--- src/rtl/ex39_pkg.sv ---
// Shared sizing and operand type for the ex39 subtractor slice.
// No logic, so no latency and no flow control.
package ex39_pkg;

    localparam int EX39_WIDTH     = 5;
    localparam int EX39_CNT_WIDTH = 8;

    typedef logic [EX39_WIDTH-1:0] operand_t;

endpackage

--- src/rtl/ex39_full_sub.sv ---
// 1-bit full subtractor cell: d = x - y - bin, with borrow-out.
// Purely combinational, no flow control.
module ex39_full_sub (
    input  logic x,
    input  logic y,
    input  logic bin,
    output logic d,
    output logic bout
);

    assign d    = x ^ y ^ bin;
    assign bout = (~x & y) | (~(x ^ y) & bin);

endmodule

--- src/rtl/ex39_subtractor.sv ---
// Unsigned ripple subtractor with registered copy and saturating borrow counter; ovf port via EX39_SIGNED_OVF_EN.
// diff/borrow(/ovf) are combinational; diff_q/borrow_q/borrow_cnt update one clk after capture.
// No backpressure: en gates capture, registers hold while en=0, rst wins over en.
module ex39_subtractor
    import ex39_pkg::*;
#(
    parameter int WIDTH     = EX39_WIDTH,
    parameter int CNT_WIDTH = EX39_CNT_WIDTH
) (
    input  logic                 clk,
    input  logic                 rst,
    input  logic [WIDTH-1:0]     a,
    input  logic [WIDTH-1:0]     b,
    input  logic                 en,
    output logic [WIDTH-1:0]     diff,
    output logic                 borrow,
    output logic [WIDTH-1:0]     diff_q,
    output logic                 borrow_q,
    output logic [CNT_WIDTH-1:0] borrow_cnt
`ifdef EX39_SIGNED_OVF_EN
    ,
    output logic                 ovf
`endif
);

    logic [WIDTH:0] bchain;

    assign bchain[0] = 1'b0;

    for (genvar i = 0; i < WIDTH; i++) begin : g_bit
        ex39_full_sub u_fs (
            .x    (a[i]),
            .y    (b[i]),
            .bin  (bchain[i]),
            .d    (diff[i]),
            .bout (bchain[i+1])
        );
    end

    assign borrow = bchain[WIDTH];

`ifdef EX39_SIGNED_OVF_EN
    // Operands of opposite sign whose result sign differs from the minuend's.
    assign ovf = (a[WIDTH-1] != b[WIDTH-1]) && (diff[WIDTH-1] != a[WIDTH-1]);
`endif

    logic [WIDTH-1:0]     diff_d;
    logic                 borrow_d;
    logic [CNT_WIDTH-1:0] borrow_cnt_d;
    logic [CNT_WIDTH-1:0] borrow_cnt_q;

    always_comb begin
        diff_d       = diff_q;
        borrow_d     = borrow_q;
        borrow_cnt_d = borrow_cnt_q;
        if (en) begin
            diff_d   = diff;
            borrow_d = borrow;
            if (borrow && (borrow_cnt_q != {CNT_WIDTH{1'b1}})) begin
                borrow_cnt_d = borrow_cnt_q + CNT_WIDTH'(1);
            end
        end
    end

    always_ff @(posedge clk) begin
        if (rst) begin
            diff_q       <= '0;
            borrow_q     <= 1'b0;
            borrow_cnt_q <= '0;
        end else begin
            diff_q       <= diff_d;
            borrow_q     <= borrow_d;
            borrow_cnt_q <= borrow_cnt_d;
        end
    end

    assign borrow_cnt = borrow_cnt_q;

endmodule

--- config.mk ---
export PLATFORM = sky130hd
export DESIGN_NAME = ex39_subtractor
export DESIGN_NICKNAME = d
export VERILOG_FILES = /design/src/rtl/ex39_pkg.sv /design/src/rtl/ex39_full_sub.sv /design/src/rtl/ex39_subtractor.sv
export SDC_FILE = /design/constraint.sdc
export NUM_CORES = 1
export LEC_CHECK = 0
export CORE_MARGIN = 2
export CORE_UTILIZATION = 44
export CTS_CLUSTER_SIZE = 24
export DETAILED_ROUTE_END_ITERATION = 8
export PLACE_DENSITY = 0.83
export SYNTH_ARGS = -nofsm -noshare
export SYNTH_HDL_FRONTEND = slang
export SYNTH_SLANG_ARGS = --single-unit
--- constraint.sdc ---
create_clock -name clk -period 9.7 [get_ports clk]
set_clock_uncertainty 0.15 [all_clocks]
set_input_delay 2.425 -clock clk [delete_from_list [all_inputs] [get_ports clk]]
set_output_delay 2.425 -clock clk [all_outputs]
set_load 0.01 [all_outputs]
==> results of run 1 <==
-- flip-flops by register name (all words and copies together), names as in the netlist --
name        count
borrow_cnt      8
diff_q          5
borrow_q        1
-- logic make-up after synthesis --
group	Yosys count	synth area share
AOI/OAI and AO/OA	13	0.130
buffers and inverters	19	0.117
muxes	2	0.0260
xor gates and xnor gates	5	0.0569
and+or+nand+nor	23	0.169
adders and majority gates	6	0.137
DFF	14	0.364
-- critical path: cells and delay by family --
kind	cells	cell delay, ns
adders and majority gates	5	1.75
buffers and inverters	4	1.07
-- layer usage --
metal / up-vias / routed length (um) / global-route usage
li1: 332 / - / -
met1: 294 / 644 / 0.197
met2: 16 / 769 / 0.285
met3: 6 / 51 / 0.0278
met4: 0 / 42 / 0.0857
met5: - / 0 / 0
-- synth_stat cells (2+ instances only) --
cell	n
ha_1	2
buf_4	5
o211ai_1	2
xor2_1	5
a211oi_1	5
nor2_1	12
a21oi_1	2
fa_1	4
dfxtp_1	14
mux2i_1	2
inv_1	12
-- final cells by class --
| class | count | area (um2) |
|---|---|---|
| fill | 145 | 587 |
| multi-input combinational | 49 | 399 |
| timing repair buffer | 32 | 320 |
| sequential | 14 | 280 |
| inverter | 12 | 45.0 |
| clock buffer | 4 | 36.3 |
| tap | 17 | 21.3 |
-- where the power goes --
part	internal, uW	total (uW)	switching [uW]
Combinational	21.6	36.6	15.1
Clock	22.8	42.5	19.7
Sequential	60.4	62.5	2.04
Total	105	142	36.8
-- worst max-delay path by stage --
stage	slack, ns	startpoint	cells after the start	to
after CTS	1.87	a[0]	9	diff[4]
final	1.89	a[0]	9	diff[4]
after global routing	1.78	a[0]	9	diff[4]
after global placement	1.90	a[0]	9	diff[4]
after floorplan	2.75	a[0]	8	diff[4]
after detailed placement	1.88	a[0]	9	diff[4]
-- stage by stage --
step | util | hold slack [ns] | worst slack [ns] | instances | power, uW
floorplan | - | 0.346 | 2.75 | 82 | 84.2
global placement | 0.631 | 0.317 | 1.90 | 124 | 100
detailed placement | 0.631 | 0.318 | 1.88 | 124 | 101
CTS | 0.653 | 0.331 | 1.87 | 128 | 143
global route | 0.653 | 0.348 | 1.78 | 128 | 150
finish | 0.653 | 0.328 | 1.89 | 128 | 142
==> flow_summary.yaml, run 1 <==
clock_tree:
  post_cts_resized: 0
  cts_tree: "done"
  cts_max_level: 1
  clk_latency_ns: 0.28
  clock_path_buffers: 2
  cts_hold_buf: 0
  cts_buffers: 3
  cts_root_buf: "clkbuf_4"
  clkTransAtPathRegs_ns: 0.08
  clock-sinks: 14
  post_cts_buffers: 0
placed_design:
  gp_congestion: 0.806
  dp_hpwl_um: 1200
  portBuffers: 32
  place_area_um2: 1070
worst_setup_path:
  r2r-end: "borrow_cnt[7]$_SDFFE_PP0P_"
  cp_slowest_cell: "clkdlybuf4s50_1"
  worstPathRequired_ns: 7.13
  startpoint_type: "input port"
  r2r_start: "borrow_cnt[0]$_SDFFE_PP0P_"
  path_cells: "clkdlybuf4s50_1 > inv_1 > ha_1 > fa_1 > fa_1 > fa_1 > inv_1 > fa_1 > clkdlybuf4s50_1"
  endpoint_kind: "output port"
  crit_arrival_ns: 5.24
  rrSetupSlack_ns: 8.01
  crit_type: "input port to output port"
  reg2reg_depth: 5
  slowest_delay_ns: 0.49
  crit_top_cell: "fa_1"
  crit_path_max_fanout: 2
sta:
  slew_violations: 0
  worst_pin_slew_ns: 0.478
  period_minus_slack_ns: 7.81
  rsz0062_at_grt: "false"
  fin_setup_tns_ns: 0
  hold_viol: 0
  fmax_mhz: 128
  slew_headroom: 0.681
  fin_crit_sh: 0.806
  setup_viol: 0
power_and_ir_drop:
  ir_worst_vdd_uv: 77.2
  power_leakage_uw: 0.000456
  p_per_area_nw_per_um2: 128
final_layout:
  final_cell_mix: "32 x clkdlybuf4s50_1, 14 x dfxtp_1, 12 x inv_1, 12 x nor2_1"
  final_area_um2: 1100
  antenna_cells: 0
  drive_above_1_share: 0.0721
  layout_commonest_cell: "clkdlybuf4s50_1"
  area_delta_synth_final_pct: 43.3
  layout.nets: 131
synth:
  synth_area_um2: 769
  synth_area_leaders: "dfxtp_1 36%, fa_1 10%, inv_1 5.9%, nor2_1 5.9%, xor2_1 5.7%"
  synth_edf_count: 0
  syn_inst: 82
  synth_ff_type: "dfxtp_1"
  async_flop_share: 0
  syn_nets: 101
  syn_avg_cell_area_um2: 9.38
  yosysSeqAreaShare: 0.364
  yosysTopAreaCellShare: 0.364
  yosys.area.top_type: "dfxtp_1"
  ys_seq_elements: 14
  synth.distinct_cells: 28
  yosys_warnings: 0
worst_hold_path:
  worstHoldPathType: "flip-flop to flip-flop"
  min_to: "diff_q[1]$_SDFFE_PP0P_"
  min_from: "diff_q[1]$_SDFFE_PP0P_"
  holdPathStages: 2
detailed_routing:
  routed_wl_um: 1510
  drtIter0Drc: 8
  drcViolationCount: 0
  viasPerCell: 5.06
  antenna_left: 0
  wl_per_cell_um: 11.8
  vias: 648
  dr.pass1.iters: 4
status:
  status: "finished clean"
floorplanning:
  ios: 33
  num_rows: 15
  initial_utilization: 0.456
  dieHeight_um: 45.8
  core_area_um2: 1690
  die_w_um: 45.8
  die_area_um2: 2100
global_route:
  antenna_found_initial: 0
  overflow: 0
  grt_pass1_wl_um: 2480
  grt_usage: 0.166
  grt_max_degree: 15
  first_global_vias: 581
job:
  cap_violations: 0
No activity file was read; power rests on OpenSTA's default activity.
==> run 2: changes to the inputs <==
--- a/config.mk
+++ b/config.mk
@@ -6,10 +6,10 @@
 export NUM_CORES = 1
 export LEC_CHECK = 0
 export CORE_MARGIN = 2
-export CORE_UTILIZATION = 44
+export CORE_UTILIZATION = 37
 export CTS_CLUSTER_SIZE = 24
 export DETAILED_ROUTE_END_ITERATION = 8
-export PLACE_DENSITY = 0.83
+export PLACE_DENSITY = 0.74
 export SYNTH_ARGS = -nofsm -noshare
 export SYNTH_HDL_FRONTEND = slang
 export SYNTH_SLANG_ARGS = --single-unit
==> constraint.sdc (replaced) <==
create_clock -name clk -period 6.6 [get_ports clk]
set_clock_uncertainty 0.15 [all_clocks]
set_input_delay 1.65 -clock clk [delete_from_list [all_inputs] [get_ports clk]]
set_output_delay 1.65 -clock clk [all_outputs]
set_load 0.01 [all_outputs]
==> flow_summary.yaml, run 2 (same netlist as run 1, synthesis figures left out) <==
status:
  status: "finished clean"
global_route:
  grt_pass1_wl_um: 2550
  first_global_vias: 611
  grt_usage: 0.133
  overflow: 0
  grt_max_degree: 15
  antenna_found_initial: 0
power_and_ir_drop:
  power_leakage_uw: 0.000449
  clkPwrFrac: 0.238
  p_per_area_nw_per_um2: 174
  p_sw_frac: 0.260
  switchingPower_uw: 49.6
  internal_power_uw: 142
  pwr-share-seq: 0.480
  ir_worst_vdd_uv: 102
  p_comb_frac: 0.282
final_layout:
  utilization: 0.561
  layout.nets: 131
  area_delta_synth_final_pct: 43.1
  largest_reg_flops: 8
  drive_above_1_share: 0.0636
  final_cell_mix: "32 x clkdlybuf4s50_1, 14 x dfxtp_1, 12 x inv_1, 12 x nor2_1"
  antenna_cells: 0
  layout_commonest_cell: "clkdlybuf4s50_1"
worst_setup_path:
  crit_path_max_fanout: 2
  crit_type: "input port to output port"
  crit_arrival_ns: 4.45
  endpoint_kind: "output port"
  startpoint_type: "input port"
  worstPathRequired_ns: 4.80
floorplanning:
  initial_utilization: 0.392
  num_rows: 16
  die_w_um: 49.6
  core_area_um2: 1960
  dieHeight_um: 49.6
  ios: 33
  die_area_um2: 2460
detailed_routing:
  drtIter0Drc: 16
  drcViolationCount: 0
  viasPerCell: 4.94
  routed_wl_um: 1490
  wl_per_cell_um: 10.9
  dr.pass1.iters: 4
  antenna_left: 0
  vias: 677
clock_tree:
  cts_buffers: 3
  cts_max_level: 1
  post_cts_resized: 0
  post_cts_buffers: 0
  cts_root_buf: "clkbuf_4"
  clk_latency_ns: 0.27
  clock_path_buffers: 2
  clock-sinks: 14
  clkTransAtPathRegs_ns: 0.07
  cts_tree: "done"
  cts_hold_buf: 0
sta:
  setup_viol: 0
  slew_headroom: 0.666
  fin_crit_sh: 0.946
  fin_setup_tns_ns: 0
  slew_violations: 0
  fmax_mhz: 160
  period_minus_slack_ns: 6.25
  hold_viol: 0
  worst_pin_slew_ns: 0.500
  rsz0062_at_grt: "false"
placed_design:
  dp_hpwl_um: 1230
  portBuffers: 32
  gp_congestion: 0.701
worst_hold_path:
  worstHoldPathType: "flip-flop to flip-flop"
job:
  cap_violations: 0
==> run 2: changes by cell type in the layout (fill, tap and decap cells not counted), sizes merged <==
| cell | previous run | this run |
|---|---|---|
| clkbuf | 4 | 3 |
==> run 2: area by class of cell <==
type,instances,area [um2]
repair buffers,32,320
clock buffers,3,22.5
fillers,193,861
well taps,27,33.8
flip-flops and latches,14,280
inverters,12,45.0
multi-input cells,49,399
==> run 2: path summary, 6_finish.rpt <==
path / from / endpoint / slack (ns) / cells after the start
min reg2reg: diff_q[1]$_SDFFE_PP0P_ / diff_q[1]$_SDFFE_PP0P_ / 0.33 / 2
max reg2reg: borrow_cnt[0]$_SDFFE_PP0P_ / borrow_cnt[7]$_SDFFE_PP0P_ / 4.91 / 5
max: a[0] / diff[4] / 0.35 / 9
min: diff_q[1]$_SDFFE_PP0P_ / diff_q[1]$_SDFFE_PP0P_ / 0.33 / 2
==> run 2: power groups by stage <==
stage	logic [uW]	clock network (uW)	registers (uW)
floorplan	28.1	0	95.6
global placement	53.7	0	93.6
detailed placement	54.7	0	93.8
CTS	54.9	47.7	91.8
global route	59.2	51.6	92.5
finish	53.9	45.5	91.8
==> run 2: routing by layer <==
layer | track usage | part of all wire | up-vias
met4 | 0.0694 | 0.024 | 0
li1 | - | - | 329
met1 | 0.155 | 0.43 | 318
met2 | 0.227 | 0.50 | 26
met3 | 0.0273 | 0.046 | 4
met5 | 0 | 0 | -
==> run 2: critical path, cell delays in order <==
cell and delay (ns):
clkdlybuf4s50_1 0.45, inv_1 0.04, ha_1 0.19, fa_1 0.38, fa_1 0.39, fa_1 0.37
inv_1 0.07, fa_1 0.42, clkdlybuf4s50_1 0.49
==> run 2: stage by stage <==
stage | setup WS (ns) | power, uW | hold WS, ns | std cells | area [um2]
after floorplan | 1.20 | 124 | 0.346 | 82 | 769
after global placement | 0.363 | 147 | 0.318 | 134 | 1080
after detailed placement | 0.326 | 148 | 0.330 | 134 | 1080
after CTS | 0.324 | 194 | 0.341 | 137 | 1100
after global routing | 0.212 | 203 | 0.361 | 137 | 1100
final | 0.354 | 191 | 0.334 | 137 | 1100
